File: src/rtl/parking_lot_controller_pkg.sv
// Shared definitions for the parking-lot controller: gate FSM encoding and default sizing.
package parking_lot_controller_pkg;

  typedef enum logic {
    StIdle = 1'b0,
    StOpen = 1'b1
  } gate_state_e;

  localparam int DefNSpaces    = 8;
  localparam int DefGateCycles = 4;

endpackage

File: src/rtl/park_slot_allocator.sv
// Combinational priority encoder: lowest-numbered free space and an any-free flag.
module park_slot_allocator #(
  parameter int N_SPACES = 8,
  parameter int IDX_W    = 3
) (
  input  logic [N_SPACES-1:0] occupancy,
  output logic [IDX_W-1:0]    free_idx,
  output logic                any_free
);

  // Scan downward so the lowest free index is the last one written.
  always_comb begin
    free_idx = '0;
    any_free = 1'b0;
    for (int i = N_SPACES - 1; i >= 0; i--) begin
      if (!occupancy[i]) begin
        free_idx = IDX_W'(i);
        any_free = 1'b1;
      end
    end
  end

endmodule

File: src/rtl/parking_lot_controller.sv
// Parking-lot manager: lowest-free allocation on entry, release by number on exit,
// occupancy/free-count tracking and a timed entry gate.
module parking_lot_controller
  import parking_lot_controller_pkg::*;
#(
  parameter int N_SPACES    = DefNSpaces,
  parameter int IDX_W       = $clog2(N_SPACES),
  parameter int CNT_W       = $clog2(N_SPACES + 1),
  parameter int GATE_CYCLES = DefGateCycles
) (
  input  logic                clk,
  input  logic                reset,
  input  logic                entry_req,
  input  logic                exit_req,
  input  logic [IDX_W-1:0]    exit_slot,
  output logic                entry_grant,
  output logic [IDX_W-1:0]    entry_slot,
  output logic                entry_reject,
  output logic                exit_ack,
  output logic                exit_error,
  output logic                gate_open,
  output logic [N_SPACES-1:0] occupancy,
  output logic [CNT_W-1:0]    free_count,
  output logic                full,
  output logic                empty
);

  localparam int TMR_W = (GATE_CYCLES > 1) ? $clog2(GATE_CYCLES) : 1;

  gate_state_e           state_q, state_d;
  logic [TMR_W-1:0]      timer_q, timer_d;
  logic [IDX_W-1:0]      free_idx;
  logic                  any_free;
  logic                  grant, reject, exit_hit, in_range;
  logic [N_SPACES-1:0]   exit_dec, occ_d;
  logic [CNT_W-1:0]      fc_d;
  logic [IDX_W-1:0]      slot_d;
  logic                  gate_d;

  park_slot_allocator #(
    .N_SPACES(N_SPACES),
    .IDX_W   (IDX_W)
  ) u_alloc (
    .occupancy(occupancy),
    .free_idx (free_idx),
    .any_free (any_free)
  );

  always_comb begin
    state_d  = state_q;
    timer_d  = timer_q;
    gate_d   = gate_open;
    slot_d   = entry_slot;
    grant    = (state_q == StIdle) && entry_req && any_free;
    reject   = (state_q == StIdle) && entry_req && !any_free;
    in_range = {1'b0, exit_slot} < (IDX_W + 1)'(N_SPACES);
    exit_dec = {{(N_SPACES - 1){1'b0}}, 1'b1} << exit_slot;
    // The space being allocated is free in the pre-edge map, so naming it on exit errors.
    exit_hit = exit_req && in_range && |(occupancy & exit_dec);
    occ_d    = occupancy;
    fc_d     = free_count;

    if (exit_hit) occ_d = occ_d & ~exit_dec;
    if (grant) begin
      occ_d[free_idx] = 1'b1;
      slot_d          = free_idx;
    end
    if (grant && !exit_hit) fc_d = free_count - CNT_W'(1);
    if (exit_hit && !grant) fc_d = free_count + CNT_W'(1);

    unique case (state_q)
      StIdle: begin
        if (grant) begin
          state_d = StOpen;
          gate_d  = 1'b1;
          timer_d = TMR_W'(GATE_CYCLES - 1);
        end
      end
      StOpen: begin
        if (timer_q == '0) begin
          state_d = StIdle;
          gate_d  = 1'b0;
        end else begin
          timer_d = timer_q - TMR_W'(1);
        end
      end
      default: state_d = StIdle;
    endcase
  end

  always_ff @(posedge clk or posedge reset) begin
    if (reset) begin
      state_q      <= StIdle;
      timer_q      <= '0;
      occupancy    <= '0;
      free_count   <= CNT_W'(N_SPACES);
      full         <= 1'b0;
      empty        <= 1'b1;
      entry_grant  <= 1'b0;
      entry_reject <= 1'b0;
      entry_slot   <= '0;
      exit_ack     <= 1'b0;
      exit_error   <= 1'b0;
      gate_open    <= 1'b0;
    end else begin
      state_q      <= state_d;
      timer_q      <= timer_d;
      occupancy    <= occ_d;
      free_count   <= fc_d;
      full         <= (fc_d == '0);
      empty        <= (fc_d == CNT_W'(N_SPACES));
      entry_grant  <= grant;
      entry_reject <= reject;
      entry_slot   <= slot_d;
      exit_ack     <= exit_hit;
      exit_error   <= exit_req && !exit_hit;
      gate_open    <= gate_d;
    end
  end

endmodule
File: config.mk
export PLATFORM = sky130hd
export DESIGN_NAME = parking_lot_controller
export DESIGN_NICKNAME = d
export VERILOG_FILES = /design/src/rtl/parking_lot_controller_pkg.sv /design/src/rtl/park_slot_allocator.sv /design/src/rtl/parking_lot_controller.sv
export SDC_FILE = /design/constraint.sdc
export NUM_CORES = 1
export LEC_CHECK = 0
export CELL_PAD_IN_SITES_DETAIL_PLACEMENT = 1
export CELL_PAD_IN_SITES_GLOBAL_PLACEMENT = 1
export CORE_UTILIZATION = 40
export CTS_BUF_LIST = sky130_fd_sc_hd__clkbuf_4 sky130_fd_sc_hd__clkbuf_8 sky130_fd_sc_hd__clkbuf_16
export DETAILED_ROUTE_END_ITERATION = 10
export PLACE_DENSITY_LB_ADDON = 0.1
export SLEW_MARGIN = 5
export SYNTH_ARGS = -nofsm -noshare
export SYNTH_HDL_FRONTEND = slang
export SYNTH_SLANG_ARGS = --single-unit
File: constraint.sdc
create_clock -name clk -period 3.88 [get_ports clk]
set_clock_uncertainty 0.05 [all_clocks]
set_input_delay 0.582 -clock clk [delete_from_list [all_inputs] [get_ports clk]]
set_output_delay 0.582 -clock clk [all_outputs]
set_load 0.03 [all_outputs]
# Word level (Yosys, flattened, before mapping)
# Cells that the tools add are included.
[word_totals] register_bits=25 inputBits=7
[classes] n_addsub=3 order_cmp=2 n_eq_ne=4 shifts=1 muxes=31 n_bitwise=5 n_reduce_logical=16
[op_table] op="$mux 3" n=8
[op_table] op="$and 8x8->8" n=2
[op_table] op="$mux 8" n=2
[op_table] op="$mux 1" n=13
[op_table] op="$logic_and 1x1->1" n=8
[op_table] op="$mux 4" n=2
[op_table] op="$not 8->8" n=1
[op_table] op="$or 8x8->8" n=1
[op_table] op="$reduce_or 8->1" n=1
[op_table] op="$shl 1x3->8 const A" n=1
[op_table] op="$add 4x1->4 const B" n=1
[op_table] op="$eq 4x4->1 const B" n=1
[op_table] op="$logic_not 4->1" n=1
[op_table] op="$lt 3x4->1 const B" n=1
[op_table] op="$mux 2" n=2
[op_table] op="$ne 2x2->1 const B" n=2
[op_table] op="$pmux 1 s2" n=2
[op_table] op="$pmux 2 s2" n=1
[op_table] op="$reduce_and 2->1" n=2
[op_table] op="$sub 4x1->4 const B" n=1
[op_table] op="$demux 1 s3" n=1
[op_table] op="$ge 3x1->1 const B" n=1
[op_table] op="$logic_not 1->1" n=3
[op_table] op="$logic_not 2->1" n=1
[op_table] op="3 further kinds" n=3

# Logic depth before layout (Yosys ltp)
[logic_depth] depth_word=14 mapped_depth=9 depth_no_buf=7

# Hierarchy
# A second synthesis with hierarchy kept.
[unflattened] hier_cells=128 area_unflattened_um2=1287.5
[by_module_without_submodules] mod="parking_lot_controller" instances=1 cells_each=114 area_each_um2=1209.9
[by_module_without_submodules] mod="park_slot_allocator" instances=1 cells_each=14 area_each_um2=77.6

# Worst setup path after synthesis
# OpenSTA, ideal clock, no wires.
[synth_timing] kind="input port to flip-flop" startpoint="in exit_slot[0]" endpoint="reg empty" setup_ns=0.078 arrival_time_ns=1.960 required_ns=3.752 setup_slack_ns=1.792 path_stages=8 path_buffers=2 cell_sequence="buf_6 mux2i_1 nor3_1 o31ai_2 buf_6 nor3_2 or3_4 and3b_1"
[synth_via] elab_chain_len=9 word_cells_on_any_way=10 cone_classes="eq/ne (1); shift (1); mux (2); bitwise (1); reduce/logical (5)"
[synth_rtl] item="from (decl)" line="parking_lot_controller.sv:15" text="input logic [IDX_W-1:0] exit_slot,"
[synth_rtl] item="$shl 1x3->8 (*)" line="parking_lot_controller.sv:57" text="exit_dec = {{(N_SPACES - 1){1'b0}}, 1'b1} << exit_slot;"
[synth_rtl] item="$and 8x8->8 (*)" line="parking_lot_controller.sv:59" text="exit_hit = exit_req && in_range && |(occupancy & exit_dec);"
[synth_rtl] item="$reduce_or 8->1 (*)" line="parking_lot_controller.sv:59"
[synth_rtl] item="$logic_and 1x1->1 (*)" line="parking_lot_controller.sv:59"
[synth_rtl] item="$logic_not 1->1" line="parking_lot_controller.sv:68" text="if (grant && !exit_hit) fc_d = free_count - CNT_W'(1);"
[synth_rtl] item="$logic_and 1x1->1" line="parking_lot_controller.sv:68"
[synth_rtl] item="$mux 4" line="parking_lot_controller.sv:68"
[synth_rtl] item="$mux 4 (*)" line="parking_lot_controller.sv:69" text="if (exit_hit && !grant) fc_d = free_count + CNT_W'(1);"
[synth_rtl] item="$eq 4x4->1 (*)" line="parking_lot_controller.sv:111" text="empty <= (fc_d == CNT_W'(N_SPACES));"
[synth_rtl] item="to (signal assigned)" line="parking_lot_controller.sv:111"
[synth_rtl] item="to (decl)" line="parking_lot_controller.sv:25" text="output logic empty"
# Mark *: on every way between the ends. The rest lies on a longest branch, timed or not.
# A chain may end at the register's enable or synchronous reset.

# Worst setup path in the final report
[layout_timing] startpoint="in exit_slot[0]" endpoint="reg empty"
[layout_via] elab_chain_len=9 word_cells_on_any_way=10 cone_classes="eq/ne (1); shift (1); mux (2); bitwise (1); reduce/logical (5)"
[layout_rtl] item="$shl 1x3->8 (*)" line="parking_lot_controller.sv:57"
[layout_rtl] item="$and 8x8->8 (*)" line="parking_lot_controller.sv:59"
[layout_rtl] item="$reduce_or 8->1 (*)" line="parking_lot_controller.sv:59"
[layout_rtl] item="$logic_and 1x1->1 (*)" line="parking_lot_controller.sv:59"
[layout_rtl] item="net exit_hit" line="parking_lot_controller.sv:34" text="logic grant, reject, exit_hit, in_range;"
[layout_rtl] item="$logic_not 1->1" line="parking_lot_controller.sv:68"
[layout_rtl] item="$logic_and 1x1->1" line="parking_lot_controller.sv:68"
[layout_rtl] item="$mux 4" line="parking_lot_controller.sv:68"
[layout_rtl] item="$mux 4 (*)" line="parking_lot_controller.sv:69"
[layout_rtl] item="$eq 4x4->1 (*)" line="parking_lot_controller.sv:111"
# Mark *: on every way through the listed nets, which the timed path passes. The rest lies on a longest branch.

==> results.cfg <==
[clock_tree]
cts_hold_buf = 0
cts-buffers-inserted = 3
ctsResizeCount = 0
clock-sinks = 25
clk_pin_slew_ps = 150
cts-root-buf = clkbuf_4
cts_buffer_depth = 2
insertion_delay_ps = 320
post_cts_buffers = 0
cts-htree-levels = 1
cts_tree = done

[worst_setup_path]
path_cells = clkdlybuf4s50_1 > mux2i_1 > o22ai_1 > o31ai_2 > inv_2 > mux2i_1 > o211ai_1 > and3b_1
cp-startpoint = exit_slot[0]
worstPathArrival_ps = 3070
reg2reg_from = occupancy[7]
worstPathMaxFanout = 11
crit_top_cell = mux2i_1
crit_family = compound AO/OA/AOI/OAI gates
critPathMaxStageDelay_ps = 710
cp_num_buf_inv = 2
cp-end-kind = flop
required_ps = 4110
cp_slowest_cell = o31ai_2
cp-start-kind = input pin
critPathKind = in -> reg

[global_route]
grtUsageTotal = 0.185
grt_antenna_before_repair = 0
grt_pass1_wl_um = 4840
grt_pass1_vias = 1027
grt_max_degree = 26
gr-total-overflow = 0

[die]
chipWidth_um = 59.2
row_count = 20
start_util = 0.425
io_pins = 29
die_h_um = 59.2
core_sq_um = 3080
die-area_sq_um = 3500

[final_layout]
utilization = 0.535
syn_to_final_growth_pct = 25.8
n_antenna_cell = 0
mostFrequentLayoutCell = clkdlybuf4s50_1
final_nets = 175
final_layout_size_suffix_gt1_frac = 0.0854
final_cell_mix = 28 x clkdlybuf4s50_1, 23 x dfrtp_1, 17 x nand2_1

[synth]
yosysSeqAreaShare = 0.480
syn_area_per_cell_sq_um = 9.69
syn-num-nets = 145
synth_edf_count = 0
synth.area.top_cells = dfrtp_1 44%, a21oi_1 5.0%, nand2_1 4.9%
netlist_instances = 135
synthArstFlopShare = 1.00
synth-seq-cells = 25
yosysTopAreaCell = dfrtp_1
synth-main-ff-cell = dfrtp_1
netlist_area_sq_um = 1310
yosys_warnings = 0
yosysUniqueCellTypes = 37
synth_top_area_frac = 0.440

[sta]
fin_crit_ps = 2840
max_slew.worst_pin.slew_ps = 942
hold_viol = 0
rsz0062_at_grt = no
maxClockFrequency_mhz = 352
holdWs_ps = 441
setup_tns_ps = 0
slew_headroom = 0.371
final-setup-viol-count = 0
final_max_slew_viol_count = 0
min_period_over_period = 0.732

[placement]
post-dp-hpwl_um = 2230
port-buffer-count = 28
gp_congestion = 0.879

[power]
finalPower_mw = 1.38
vdd_drop_max_mv = 0.321
p_leak_nw = 0.729
power_density_nw_per_um2 = 841

[flow_run]
maxCapViolations = 0

[detailed_routing]
viasPerCell = 5.23
postRouteAntennaNets = 0
drtIter0Drc = 42
first_pass_iters = 4
wl_per_cell_um = 14.3
wl_um = 2980
drc = 0
vias = 1088

[min_path]
hp-start = gate_open
holdCritPathClass = reg -> reg

[run_status]
status = complete, no violations
-- worst paths after layout --
| kind | end | slack (ps) | cells after the start |
|---|---|---|---|
| worst min register to register | gate_open | 440 | 2 |
| min in group asynchronous | entry_reject | 700 | 2 |
| max in group asynchronous | entry_slot[1] | 2520 | 2 |
| worst max register to register | empty | 1580 | 7 |
| worst min-delay path | gate_open | 440 | 2 |
| worst max-delay path | empty | 1040 | 8 |
-- area by class of cell --
class | instances | area, sq um
multi-input combinational | 96 | 611
inverter | 11 | 41.3
sequential | 25 | 628
clock inverter | 1 | 7.51
fill | 362 | 1430
tap | 44 | 55.1
clock buffer | 3 | 22.5
timing repair buffer | 28 | 280
-- synth_stat cells (2+ instances only) --
library cell / instances
dfrtp_1: 23
nand2_1: 17
a21oi_1: 13
o21ai_0: 10
inv_1: 9
nor2_1: 7
mux2i_1: 6
o31ai_1: 5
and3_1: 3
ha_1: 3
nand2b_1: 3
nand3_1: 3
nor2b_1: 3
a21boi_0: 2
and2_1: 2
buf_6: 2
dfstp_2: 2
inv_2: 2
o211ai_1: 2
-- cells by family (layout without fill, tap and decap cells) --
logic type,after synthesis,count (layout),synth area share
adders and majority gates,3,3,0.0287
xor gates and xnor gates,1,1,0.00670
AOI/OAI and AO/OA,36,36,0.173
buffers and inverters,14,43,0.0526
DFF,25,25,0.480
and+or+nand+nor,49,49,0.204
muxes,7,7,0.0545
-- routing by layer --
metal | vias up | routed length [um] | track usage
met1 | 538 | 1480 | 0.265
li1 | 525 | - | -
met2 | 21 | 1380 | 0.289
met3 | 4 | 107 | 0.0284
met5 | - | 0 | 0
met4 | 0 | 23 | 0.0510
-- metrics by stage --
stage	worst slack [ps]	cells	area (sq um)
2_1_floorplan	1790	135	1310
3_3_place_gp	818	204	1620
3_5_place_dp	680	204	1620
4_1_cts	1040	208	1650
5_1_grt	801	208	1650
6_report	1040	208	1650
-- state kept, by name (all words and copies together) (netlist names) --
signal and flops:
occupancy 8, free_count 4, entry_slot 3, timer_q 2
empty 1, entry_grant 1, entry_reject 1, exit_ack 1
exit_error 1, full 1, gate_open 1, state_q 1
-- power by group --
part	switching [mW]	internal (mW)
Sequential	0.114	0.374
Combinational	0.453	0.317
Clock	0.0861	0.0394
-- worst register-to-register path, delay by kind of cell (launching register included) --
| kind | cells | cell delay (ps) |
|---|---|---|
| buffers and inverters | 1 | 150 |
| AO/OA/AOI/OAI | 3 | 1050 |
| flip-flops | 1 | 480 |
| AND/OR/NAND/NOR | 1 | 200 |
| multiplexers | 2 | 330 |
Power figures use the tool's default switching activity.
